<file path="src/rtl/cpu_pkg.sv">
// Shared definitions for the CPU instruction-cycle controller:
// opcodes, FSM state encoding and the phase encoding.
package cpu_pkg;

  localparam logic [3:0] OP_NOP   = 4'h0;
  localparam logic [3:0] OP_LOAD  = 4'h1;
  localparam logic [3:0] OP_STORE = 4'h2;
  localparam logic [3:0] OP_ADD   = 4'h3;
  localparam logic [3:0] OP_JMP   = 4'h4;
  localparam logic [3:0] OP_HLT   = 4'hF;

  typedef enum logic [2:0] {
    ST_IDLE   = 3'd0,
    ST_FETCH  = 3'd1,
    ST_DECODE = 3'd2,
    ST_EXEC   = 3'd3,
    ST_HALT   = 3'd4
  } state_t;

  typedef enum logic [1:0] {
    PH_IDLE   = 2'd0,
    PH_FETCH  = 2'd1,
    PH_DECODE = 2'd2,
    PH_EXEC   = 2'd3
  } phase_t;

endpackage

</file>
<file path="src/rtl/t_decode.sv">
// Sequence-counter step decoder: one-hot T0..T7 plus a flag that the
// step value lies inside the decodable range.
module t_decode #(
  parameter int SC_W = 8
) (
  input  logic [SC_W-1:0] sc_count,
  output logic [7:0]      t_step,
  output logic            valid
);

  // one-hot decode, all-zero when the step is out of range
  always_comb begin
    valid  = (sc_count < SC_W'(8));
    t_step = 8'd0;
    if (valid) begin
      t_step = 8'd1 << sc_count[2:0];
    end else begin
      t_step = 8'd0;
    end
  end

endmodule

</file>
<file path="src/rtl/cpu_seq_ctrl.sv">
// Fetch/decode/execute sequencer driven by the sequence counter value;
// issues SC inc/clr, memory and datapath strobes, handles halt and errors.
module cpu_seq_ctrl
  import cpu_pkg::*;
#(
  parameter int SC_W = 8,
  parameter int OP_W = 4
) (
  input  logic            clk,
  input  logic            rst,
  input  logic [SC_W-1:0] sc_count,
  input  logic            start,
  input  logic            halt_req,
  input  logic [OP_W-1:0] ir_opcode,
  input  logic            mem_ready,
  output logic            sc_inc,
  output logic            sc_clr,
  output logic [7:0]      t_step,
  output logic [1:0]      phase,
  output logic            mem_rd,
  output logic            mem_wr,
  output logic            ld_ir,
  output logic            pc_inc,
  output logic            pc_ld,
  output logic            ac_ld,
  output logic            alu_en,
  output logic            halted,
  output logic            illegal_op,
  output logic            seq_err
);

  state_t     state_r;
  state_t     state_nx_s;
  phase_t     phase_s;
  logic [7:0] t_step_s;
  logic       t_valid_s;
  logic       boundary_s;
  logic       ill_set_s;
  logic       seq_set_s;
  logic       halted_r;
  logic       illegal_r;
  logic       seq_err_r;

  t_decode #(.SC_W(SC_W)) u_t_decode (
    .sc_count (sc_count),
    .t_step   (t_step_s),
    .valid    (t_valid_s)
  );

  // next-state and strobe decode from state, step and opcode
  always_comb begin
    state_nx_s = state_r;
    phase_s    = PH_IDLE;
    sc_inc     = 1'b0;
    sc_clr     = 1'b0;
    mem_rd     = 1'b0;
    mem_wr     = 1'b0;
    ld_ir      = 1'b0;
    pc_inc     = 1'b0;
    pc_ld      = 1'b0;
    ac_ld      = 1'b0;
    alu_en     = 1'b0;
    boundary_s = 1'b0;
    ill_set_s  = 1'b0;
    seq_set_s  = 1'b0;

    case (state_r)
      ST_IDLE: begin
        sc_clr = 1'b1;
        if (start) state_nx_s = ST_FETCH;
        else       state_nx_s = ST_IDLE;
      end
      ST_FETCH: begin
        phase_s = PH_FETCH;
        if (t_step_s[0]) begin
          mem_rd = 1'b1;
          sc_inc = mem_ready;
        end else if (t_step_s[1]) begin
          ld_ir      = 1'b1;
          pc_inc     = 1'b1;
          sc_inc     = 1'b1;
          state_nx_s = ST_DECODE;
        end else begin
          seq_set_s = 1'b1;
        end
      end
      ST_DECODE: begin
        phase_s = PH_DECODE;
        if (t_step_s[2]) begin
          sc_inc     = 1'b1;
          state_nx_s = ST_EXEC;
        end else begin
          seq_set_s = 1'b1;
        end
      end
      ST_EXEC: begin
        phase_s = PH_EXEC;
        if (t_step_s[3]) begin
          case (ir_opcode)
            OP_NOP: boundary_s = 1'b1;
            OP_LOAD, OP_ADD: begin
              mem_rd = 1'b1;
              sc_inc = mem_ready;
            end
            OP_STORE: begin
              mem_wr     = 1'b1;
              boundary_s = mem_ready;
            end
            OP_JMP: begin
              pc_ld      = 1'b1;
              boundary_s = 1'b1;
            end
            OP_HLT: boundary_s = 1'b1;
            default: begin
              ill_set_s  = 1'b1;
              boundary_s = 1'b1;
            end
          endcase
        end else if (t_step_s[4] && (ir_opcode == OP_LOAD || ir_opcode == OP_ADD)) begin
          ac_ld      = 1'b1;
          alu_en     = (ir_opcode == OP_ADD);
          boundary_s = 1'b1;
        end else begin
          seq_set_s = 1'b1;
        end
        // an HLT at its boundary halts regardless of halt_req
        if (boundary_s) begin
          sc_clr = 1'b1;
          if (halt_req || ir_opcode == OP_HLT) state_nx_s = ST_HALT;
          else                                 state_nx_s = ST_FETCH;
        end else begin
          sc_clr = 1'b0;
        end
      end
      ST_HALT: begin
        sc_clr = 1'b1;
        if (start) state_nx_s = ST_FETCH;
        else       state_nx_s = ST_HALT;
      end
      default: begin
        sc_clr     = 1'b1;
        state_nx_s = ST_IDLE;
      end
    endcase

    // a bad step overrides every strobe and restarts the fetch
    if (seq_set_s) begin
      sc_inc     = 1'b0;
      sc_clr     = 1'b1;
      mem_rd     = 1'b0;
      mem_wr     = 1'b0;
      ld_ir      = 1'b0;
      pc_inc     = 1'b0;
      pc_ld      = 1'b0;
      ac_ld      = 1'b0;
      alu_en     = 1'b0;
      ill_set_s  = 1'b0;
      state_nx_s = ST_FETCH;
    end else begin
      seq_set_s = 1'b0;
    end
  end

  // state register and sticky status flags
  always_ff @(posedge clk or posedge rst) begin
    if (rst) begin
      state_r   <= ST_IDLE;
      halted_r  <= 1'b0;
      illegal_r <= 1'b0;
      seq_err_r <= 1'b0;
    end else begin
      state_r   <= state_nx_s;
      halted_r  <= (state_nx_s == ST_HALT);
      illegal_r <= illegal_r | ill_set_s;
      seq_err_r <= seq_err_r | seq_set_s;
    end
  end

  assign t_step     = t_step_s;
  assign phase      = phase_s;
  assign halted     = halted_r;
  assign illegal_op = illegal_r;
  assign seq_err    = seq_err_r;

endmodule
</file>
<file path="config.mk">
export PLATFORM = sky130hd
export DESIGN_NAME = cpu_seq_ctrl
export DESIGN_NICKNAME = d
export VERILOG_FILES = /design/src/rtl/cpu_pkg.sv /design/src/rtl/t_decode.sv /design/src/rtl/cpu_seq_ctrl.sv
export SDC_FILE = /design/constraint.sdc
export NUM_CORES = 1
export LEC_CHECK = 0
export ABC_AREA = 1
export CAP_MARGIN = 20
export CORE_MARGIN = 2
export CORE_UTILIZATION = 40
export CTS_CLUSTER_SIZE = 28
export DETAILED_ROUTE_END_ITERATION = 6
export PLACE_DENSITY = 0.87
export SETUP_SLACK_MARGIN = 0.5
export SLEW_MARGIN = 20
export SYNTH_ARGS = -nofsm -noshare
export SYNTH_HDL_FRONTEND = slang
export SYNTH_SLANG_ARGS = --single-unit
</file>
<file path="constraint.sdc">
create_clock -name clk -period 1.3 [get_ports clk]
set_clock_uncertainty 0.1 [all_clocks]
set_input_delay 0.13 -clock clk [delete_from_list [all_inputs] [get_ports clk]]
set_output_delay 0.13 -clock clk [all_outputs]
set_load 0.01 [all_outputs]
</file>
==> impl_metrics.csv, run 1 <==
group,metric,value,unit
cts,cts_root_buffer,"clkbuf_4",
floorplan,ios,39,
yosys,ys_seq_area_share,19.2,%
yosys,syn_area,781,sq um
yosys,syn_inst,118,
placement,gp_congestion,0.829,
yosys,ys_ff_latch,6,
yosys,yosysMostFrequentCell,"nand2_1",
run_status,status,"aborted with a tool error",
placement,place.detailed.hpwl,2570,microns
yosys,ys.flop_type,"dfrtp_1",
cts,cts.repair.resized,207,
run_status,lastStage,"4_1_cts",
yosys,synth.top_cell.area_share,19.2,%
yosys,synth_top_area_cell,"dfrtp_1",
run_status,stop_error,"[ERROR DPL-0038] Utilization greater than 100%, impossible to legalize",
floorplan,chipWidth,48.2,microns
yosys,syn_area_per_cell,6.62,sq um
yosys,yosys-top-cells-count,"23 x nand2_1, 19 x inv_1, 16 x nor2_1",
yosys,synth_edf_count,0,
placement,portBuffers,38,
cts,clock_sinks,6,
floorplan,die_h,48.2,microns
yosys,ys_async_sr_fraction,100,%
cts,htreeDepth,1,
cts,postCtsSetupBuffers,35,
placement,place_area,1560,sq um
yosys,syn-num-nets,135,
floorplan,row_count,15,
cts,cts_buffers,3,
yosys,synth_area_leaders,"dfrtp_1 19%, nand2_1 11%, inv_1 9.1%, nor2_1 7.7%, nor2_4 7.2%",
placement,pre_cts_slack,-1030,ps
floorplan,initial_core_util,43.8,%
yosys,ys_types,23,
yosys,ys_warn_count,0,
cts,clockBufferDepth,2,
kinds of logic after synthesis:
family / after synthesis / share of synthesized area (%)
flip-flops: 6 / 19.2
AND/OR/NAND/NOR: 79 / 62.3
buffers and inverters: 27 / 13.8
AO/OA/AOI/OAI: 6 / 4.65
metrics by stage:
stage | cells | utilization, % | hold WS [ps]
floorplan | 118 | - | -179
global placement | 218 | 87.4 | 249
detailed placement | 218 | 87.4 | 271
==> inputs of run 2 (changes only) <==
CORE_AREA = 2 2 63 65   (was unset)
CORE_MARGIN = unset   (was 2)
CORE_UTILIZATION = unset   (was 40)
CTS_CLUSTER_SIZE = unset   (was 28)
DIE_AREA = 0 0 65 67   (was unset)
PLACE_DENSITY = unset   (was 0.87)
PLACE_DENSITY_LB_ADDON = 0.15   (was unset)
SETUP_SLACK_MARGIN = unset   (was 0.5)
==> impl_metrics.csv, run 2 <==
group,metric,value,unit
run_status,status,"finished with violations",
run_status,violations,"setup timing",
floorplan,chipWidth,65,microns
yosys,yosys-top-cells-count,"23 x nand2_1, 19 x inv_1, 16 x nor2_1",
floorplan,core-area,3610,sq um
drt,num_vias,1111,
timing,final_max_slew_viol_count,0,
drt,ant_nets,0,
timing,fin_crit,1650,ps
setup_path,crit_buf_inv,2,
cts,hold_buffers,0,
timing,max_clock_freq,606,MHz
yosys,ys_async_sr_fraction,100,%
timing,report.final.setup_viol,13,
setup_path,path_delay_family,"simple AND/OR/NAND/NOR gates",
yosys,yosysMostFrequentCell,"nand2_1",
timing,whs,20.5,ps
worst_hold_path,hp-class,"input port to asynchronous set/reset pin",
final_layout,final_nets,240,
yosys,synth_top_family_by_area,"simple AND/OR/NAND/NOR gates",
drt,wire_per_inst,10.4,microns
drt,routed_wl,2810,microns
setup_path,path_class,"flop to output pin",
yosys,synth_mux_area_share,0,%
cts,clock_sinks,6,
final_layout,synthToLayoutAreaGrowth,149,%
placement,pre_cts_slack,-902,ps
yosys,synth-adder-area-share,0,%
flow_run,cap_viol_max_count,0,
cts,cts_tree,"yes",
setup_path,critPathMaxStageDelay,430,ps
floorplan,row_count,22,
yosys,synth_xor_area_share,0,%
yosys,synth-simple-area-share,62.3,%
setup_path,worst_path_max_delay_cell,"dfrtp_2",
setup_path,critPathRequiredTime,1070,ps
drt,drc,0,
final_layout,diodes,0,
setup_path,crit_path_start_kind,"flop",
yosys,syn_area_per_cell,6.62,sq um
cts,cts_root_buffer,"clkbuf_8",
yosys,synth_edf_count,0,
floorplan,ios,39,
floorplan,die_area,4360,sq um
yosys,ys_warn_count,0,
yosys,ys_types,23,
floorplan,die_h,67,microns
placement,gp_congestion,0.798,
timing,period_share,127,%
yosys,syn_inst,118,
setup_path,critPathCaptureType,"output pin",
global_routing,grt_pass1_wl,4600,microns
final_layout,final_common_cell,"buf_4",
cts,htreeDepth,1,
global_routing,grt_use_total,13.6,%
timing,fin_ws,-350,ps
yosys,ys_ff_latch,6,
pwr,p_leak,0.00103,uW
floorplan,initial_core_util,21.7,%
global_routing,grt_overflow,0,
timing,hold_viol,0,
cts,cts_buffers,3,
yosys,ys.flop_type,"dfrtp_1",
yosys,synth_compound_area_share,4.65,%
setup_path,worstPathArrival,1420,ps
placement,place.detailed.hpwl,2020,microns
global_routing,grt_max_degree,7,
final_layout,regMostFlops,"state_r",
cts,clockBufferDepth,2,
drt,viasPerCell,4.11,
placement,place_area,1550,sq um
yosys,synth.top_cell.area_share,19.2,%
timing,max_slew_margin,83.3,%
timing,grt_setup_unrepaired,"yes",
yosys,syn_area,781,sq um
setup_path,crit_chain,"nor2_4, inv_2, nor2_4, o21ai_4, nand4_1, nor2_1, buf_2",
yosys,ys_seq_area_share,19.2,%
placement,portBuffers,38,
final_layout,largest_register_ffs,3,
pwr,ir_worst_vdd,0.254,mV
global_routing,antenna_found_initial,0,
pwr,power_density,355,nW/um^2
yosys,syn-num-nets,135,
drt,first_iter_violations,53,
yosys,synth_area_leaders,"dfrtp_1 19%, nand2_1 11%, inv_1 9.1%, nor2_1 7.7%, nor2_4 7.2%",
setup_path,crit_path_frequent_cell,"nor2_4",
setup_path,cp_max_fo,4,
timing,worst_pin_slew,248,ps
yosys,synth_top_area_cell,"dfrtp_1",
global_routing,grt_pass1_vias,1111,
cts,cts.clk_slew.worst_paths,40,ps
drt,drt_pass1_iterations,4,
final_layout,drive_gt1_share,73.0,%
final_layout,final_cell_mix,"46 x buf_4, 28 x buf_6, 16 x buf_2",
final_layout,finalInstanceArea,1940,sq um
cts,clkLatencyLatePin,220,ps
[run 2: cell counts after synthesis]
No cell type changed its count.
[run 2: final cells by class]
class                   instances  area (sq um)
well taps                      48          60.1
clock buffers                   4          45.0
fillers                       364          1660
inverters                      26           110
multi-input cells              85           716
repair buffers                101           861
flip-flops and latches          6           153
[run 2: worst register-to-register path: stages (launching register included)]
cell     delay (ps)
dfrtp_2         430
nor2_4          170
inv_2            80
nor2_4          120
buf_4           130
nand2_1          70
buf_4           140
buf_4           120
nand2_1          50
nor2_1           40
nand3_1          60
[run 2: worst paths after layout]
check,start,to,slack (ps),cells after the start
setup reg to reg,state_r[2]$_DFF_PP0_,state_r[0]$_DFF_PP0_,-270,10
setup / recovery,state_r[2]$_DFF_PP0_,pc_ld,-350,7
min in group clk,sc_count[7],state_r[1]$_DFF_PP0_,280,6
hold / removal,rst,state_r[1]$_DFF_PP0_,20,2
max in group asynchronous,rst,state_r[2]$_DFF_PP0_,880,2
hold reg to reg,seq_err$_DFF_PP0_,seq_err$_DFF_PP0_,360,2
[run 2: routing by layer]
layer | up-vias | global-route usage, % | part of all wire (%)
met5 | - | 0 | 0
met4 | 0 | 6.91 | 1.4
met3 | 5 | 2.03 | 4.7
met2 | 29 | 25.0 | 55
met1 | 504 | 15.1 | 39
li1 | 573 | - | -
[run 2: cell families (layout without fill, tap and decap cells)]
group	Yosys count	after routing
simple gates	79	79
buf+inv	27	131
compound gates	6	6
flops	6	6
[run 2: through the flow]
step	util, %	power [uW]	TNS, ps	cells
finish	53.9	689	-3210	270
global route	53.9	730	-4430	270
CTS	49.9	676	-3340	265
detailed placement	43.1	356	-16300	243
global placement	43.1	355	-15920	243
floorplan	-	251	-39.0	118
[run 2: repair_timing]
action                                  in CTS  in global routing
gates cloned                                 0                  0
endpoints found under the setup margin      27                 25
pin swaps                                   26                 15
gates resized for setup                    161                 39
buffers inserted                            20                 10
[run 2: where the power goes]
group	internal [uW]	total [uW]	switching (uW)
clock	211	287	76.5
combinational	114	215	101
sequential	188	188	0.00351
(Power assumes the default switching activity.)
==> inputs of run 3 (changes only) <==
REMOVE_ABC_BUFFERS = 1   (was unset)
==> impl_metrics.csv, run 3 (synthesized netlist as in run 2, its figures left out) <==
group,metric,value,unit
setup_path,worst_path_max_delay_cell,"dfrtp_1",
timing,grt_setup_unrepaired,"yes",
drt,viasPerCell,4.13,
floorplan,ios,39,
timing,report.final.setup_viol,16,
final_layout,largest_register_ffs,3,
setup_path,crit_path_frequent_cell,"nor2_4",
global_routing,antenna_found_initial,0,
drt,first_iter_violations,38,
setup_path,rr_endpoint,"state_r[0]$_DFF_PP0_",
timing,max_slew_margin,83.8,%
timing,final_max_slew_viol_count,0,
final_layout,diodes,0,
pwr,power_density,363,nW/um^2
setup_path,critPathRequiredTime,1070,ps
drt,drc,0,
cts,clock_sinks,6,
setup_path,r2r_start,"state_r[2]$_DFF_PP0_",
setup_path,critPathCaptureType,"output pin",
final_layout,synthToLayoutAreaGrowth,139,%
setup_path,cp_max_fo,4,
cts,clockBufferDepth,2,
setup_path,crit_path_start_kind,"flop",
setup_path,worstPathArrival,1430,ps
global_routing,grt_use_total,13.1,%
timing,max_clock_freq,603,MHz
floorplan,chipWidth,65,microns
floorplan,die_area,4360,sq um
final_layout,finalInstanceArea,1870,sq um
pwr,p_switching,180,uW
global_routing,grt_overflow,0,
placement,gp_congestion,0.730,
cts,clkLatencyLatePin,220,ps
cts,cts_root_buffer,"clkbuf_8",
drt,ant_nets,0,
setup_path,path_class,"flop to output pin",
setup_path,reg2reg_depth,9,
setup_path,crit_buf_inv,2,
final_layout,fillers,362,
pwr,switching_share,26.5,%
run_status,violations,"setup timing",
final_layout,regMostFlops,"state_r",
flow_run,cap_viol_max_count,0,
drt,drt_pass1_iterations,4,
cts,cts_tree,"yes",
timing,fin_ws,-358,ps
final_layout,final_cell_mix,"46 x buf_4, 25 x buf_6, 13 x nand2_1",
setup_path,crit_start,"state_r[2]$_DFF_PP0_",
pwr,p_clk_share,41.1,%
floorplan,initial_core_util,21.7,%
drt,num_vias,1090,
global_routing,grt_pass1_wl,4490,microns
global_routing,grt_max_degree,7,
pwr,internal-power,498,uW
timing,period_share,128,%
worst_hold_path,hp-class,"input port to asynchronous set/reset pin",
timing,whs,21.2,ps
setup_path,rrSetupSlack,-120,ps
placement,portBuffers,38,
cts,cts_buffers,3,
pwr,p_leak,0.000990,uW
setup_path,critPathMaxStageDelay,420,ps
placement,place_area,1480,sq um
drt,routed_wl,2740,microns
timing,worst_pin_slew,241,ps
cts,cts.clk_slew.worst_paths,40,ps
setup_path,endpoint,"mem_wr",
timing,hold_viol,0,
final_layout,drive_gt1_share,72.7,%
placement,dp_cells,239,
setup_path,cp_num_cells,7,
floorplan,core-area,3610,sq um
setup_path,path_delay_family,"simple AND/OR/NAND/NOR gates",
pwr,seqPwrFrac,27.7,%
timing,fin_crit,1660,ps
drt,wire_per_inst,10.4,microns
pwr,combPwrFrac,31.2,%
run_status,status,"finished with violations",
floorplan,row_count,22,
final_layout,final_cells,264,
final_layout,finish.utilization,51.8,%
pwr,ir_worst_vdd,0.205,mV
final_layout,final_nets,235,
floorplan,die_h,67,microns
cts,hold_buffers,0,
global_routing,grt_pass1_vias,1067,
placement,place.detailed.hpwl,2030,microns
final_layout,final_common_cell,"buf_4",
setup_path,crit_chain,"nor2_4, inv_2, nor2_4, o21ai_2, nand4_1, nor2_1, buf_2",
timing,fin_tns_setup,-3530,ps
cts,htreeDepth,1,
==> run 3: cell types whose count changed in the layout (fill, tap and decap cells not counted), sizes merged <==
cell           delta
buf               -8
clkdlybuf4s15     +3
clkbuf            -1
dlygate4sd2       +1
dlymetal6s2s      -1
==> run 3: power groups by stage <==
stage | sequential [uW] | clock, uW | combinational (uW)
after global placement | 190 | 0 | 165
after global routing | 188 | 300 | 228
after detailed placement | 190 | 0 | 167
final | 188 | 278 | 212
after CTS | 188 | 287 | 202
after floorplan | 190 | 0 | 60.0
==> run 3: worst reg2reg max path, delay by kind of cell, from the launching register on <==
kind                   cells  cell delay, ps
DFF                        1             420
and+or+nand+nor            6             520
buffers and inverters      3             310
==> run 3: worst min-delay path by stage <==
stage,to,depth (start not counted)
2_1_floorplan,halted$_DFF_PP0_,1
3_3_place_gp,seq_err$_DFF_PP0_,2
3_5_place_dp,illegal_op$_DFF_PP0_,2
4_1_cts,state_r[0]$_DFF_PP0_,2
5_1_grt,illegal_op$_DFF_PP0_,2
6_report,state_r[0]$_DFF_PP0_,2
==> run 3: cell type report <==
cell class,instances,area [sq um],share of cell area [%]
sequential,6,150,8.04
tap,48,60.1,3.22
clock buffer,3,41.3,2.21
inverter,26,108,5.76
multi-input combinational,85,687,36.8
timing repair buffer,96,822,44.0
==> run 3: per-layer routing <==
| metal | wire [microns] | track usage [%] | up-vias |
|---|---|---|---|
| met3 | 110 | 1.01 | 5 |
| met4 | 43 | 5.59 | 0 |
| met5 | 0 | 0 | - |
| met1 | 1130 | 15.6 | 496 |
| met2 | 1460 | 24.0 | 28 |
| li1 | - | - | 561 |
==> run 3: what timing repair did <==
action / in CTS / in global routing
setup endpoints to repair: 27 / 26
endpoints found under the hold margin: 0 / 0
gates resized for setup: 169 / 30
pin swaps: 32 / 20
setup buffers: 21 / 6
==> run 3: through the flow <==
| step | power, uW | worst slack [ps] |
|---|---|---|
| after floorplan | 250 | -186 |
| after detailed placement | 357 | -958 |
| after global routing | 716 | -461 |
| final | 678 | -358 |
| after global placement | 355 | -880 |
| after CTS | 677 | -349 |
==> inputs of run 4 (changes only) <==
CTS_CLUSTER_DIAMETER = 120   (was unset)
PLACE_DENSITY = 0.53   (was unset)
PLACE_DENSITY_LB_ADDON = unset   (was 0.15)
==> impl_metrics.csv, run 4 (synthesized netlist as in run 2, its figures left out) <==
group,metric,value,unit
timing,grt_setup_unrepaired,"yes",
floorplan,core-area,3610,sq um
final_layout,diodes,0,
run_status,status,"finished with violations",
timing,whs,22.7,ps
setup_path,worstPathArrival,1440,ps
setup_path,path_class,"flop to output pin",
worst_hold_path,hp-class,"input port to asynchronous set/reset pin",
drt,first_iter_violations,14,
final_layout,largest_register_ffs,3,
pwr,fin_total_pwr,645,uW
cts,clkLatencyLatePin,220,ps
cts,clock_sinks,6,
floorplan,chipWidth,65,microns
global_routing,antenna_found_initial,0,
floorplan,die_h,67,microns
final_layout,final_nets,234,
setup_path,cp_num_cells,7,
floorplan,initial_core_util,21.7,%
drt,viasPerCell,4.13,
setup_path,worst_path_max_delay_cell,"dfrtp_2",
floorplan,die_area,4360,sq um
cts,cts_tree,"yes",
setup_path,critPathRequiredTime,1070,ps
global_routing,grt_max_degree,7,
setup_path,path_delay_family,"simple AND/OR/NAND/NOR gates",
pwr,switching_share,26.5,%
timing,max_slew_margin,82.8,%
drt,wire_per_inst,10.9,microns
pwr,p_clk_share,42.8,%
final_layout,final_cell_mix,"41 x buf_4, 24 x buf_6, 17 x buf_2",
placement,gp_congestion,0.785,
drt,drt_pass1_iterations,4,
final_layout,final_common_cell,"buf_4",
pwr,p_leak,0.000996,uW
pwr,combPwrFrac,28.1,%
final_layout,regMostFlops,"state_r",
timing,period_share,129,%
final_layout,synthToLayoutAreaGrowth,136,%
pwr,seqPwrFrac,29.1,%
timing,hold_viol,0,
placement,portBuffers,38,
pwr,internal-power,474,uW
timing,worst_pin_slew,256,ps
floorplan,ios,39,
placement,place.detailed.hpwl,1950,microns
timing,fin_crit,1670,ps
global_routing,grt_pass1_vias,1063,
final_layout,multi_input_area,704,sq um
setup_path,crit_buf_inv,2,
global_routing,grt_use_total,12.5,%
flow_run,cap_viol_max_count,0,
setup_path,critPathCaptureType,"output pin",
timing,report.final.setup_viol,18,
cts,cts.clk_slew.worst_paths,40,ps
placement,dp_cells,238,
pwr,power_density,349,nW/um^2
global_routing,grt_pass1_wl,4340,microns
final_layout,final_cells,263,
setup_path,crit_path_frequent_cell,"nor2_4",
drt,drc,0,
drt,ant_nets,0,
timing,final_max_slew_viol_count,0,
timing,fin_ws,-372,ps
final_layout,seqCellArea,153,sq um
final_layout,drive_gt1_share,71.2,%
final_layout,fillers,351,
final_layout,finish.utilization,51.2,%
drt,routed_wl,2860,microns
timing,fin_tns_setup,-3750,ps
setup_path,r2r_start,"state_r[2]$_DFF_PP0_",
pwr,p_switching,171,uW
setup_path,crit_chain,"nor2_4, inv_2, nor2_4, o21ai_2, nand4_1, nor2_1, buf_2",
cts,cts_root_buffer,"clkbuf_8",
cts,htreeDepth,1,
cts,clockBufferDepth,2,
global_routing,grt_overflow,0,
setup_path,critPathMaxStageDelay,430,ps
pwr,ir_worst_vdd,0.139,mV
timing,max_clock_freq,598,MHz
setup_path,reg2reg_depth,10,
drt,num_vias,1087,
setup_path,crit_start,"state_r[2]$_DFF_PP0_",
run_status,violations,"setup timing",
floorplan,row_count,22,
cts,cts_buffers,3,
setup_path,cp_max_fo,4,
setup_path,crit_path_start_kind,"flop",
[run 4: final timing paths]
check                                       endpoint  slack (ps)
worst max register to register  state_r[1]$_DFF_PP0_        -190
max in group asynchronous       state_r[2]$_DFF_PP0_         880
worst min register to register     seq_err$_DFF_PP0_         360
min in group clk                illegal_op$_DFF_PP0_         310
worst min-delay path            illegal_op$_DFF_PP0_          20
worst max-delay path                          mem_wr        -370
[run 4: worst register-to-register path: stages, from the launching register on]
cell	delay [ps]
dfrtp_2	430
buf_4	150
nor2_4	130
nand2_4	90
inv_4	70
buf_6	100
nand2_4	50
buf_4	130
nand2_1	50
a21oi_1	40
nor2_1	100
[run 4: metal layers]
layer  up-vias  part of all wire (%)  track usage (%)  wire length [microns]
li1        562                     -                -                      -
met1       498                    39             13.9                   1120
met2        23                    57             24.7                   1620
met3         4                   3.1             1.01                     88
met4         0                  0.81             3.99                     23
met5         -                     0                0                      0
[run 4: power groups by stage]
stage	clock network (uW)	logic, uW	registers, uW
6_report	276	181	188
5_1_grt	289	196	188
4_1_cts	282	171	188
3_5_place_dp	0	162	190
3_3_place_gp	0	160	190
2_1_floorplan	0	60.0	190
[run 4: stage by stage]
step	area [sq um]	setup WS, ps
final	1850	-372
after detailed placement	1480	-888
after global routing	1850	-457
after CTS	1710	-366
after global placement	1480	-895
after floorplan	773	-186
[run 4: what timing repair did]
action | in CTS | in global routing
resized for setup | 168 | 31
setup endpoints to repair | 27 | 22
buffers inserted | 17 | 8
hold buffers | 0 | 0
pin swaps | 31 | 16
[run 4: cell type report]
cell class,count,share of cell area [%]
multi-input combinational,85,38.2
timing repair buffer,95,42.1
sequential,6,8.27
clock buffer,3,2.24
tap,48,3.25
inverter,26,5.97
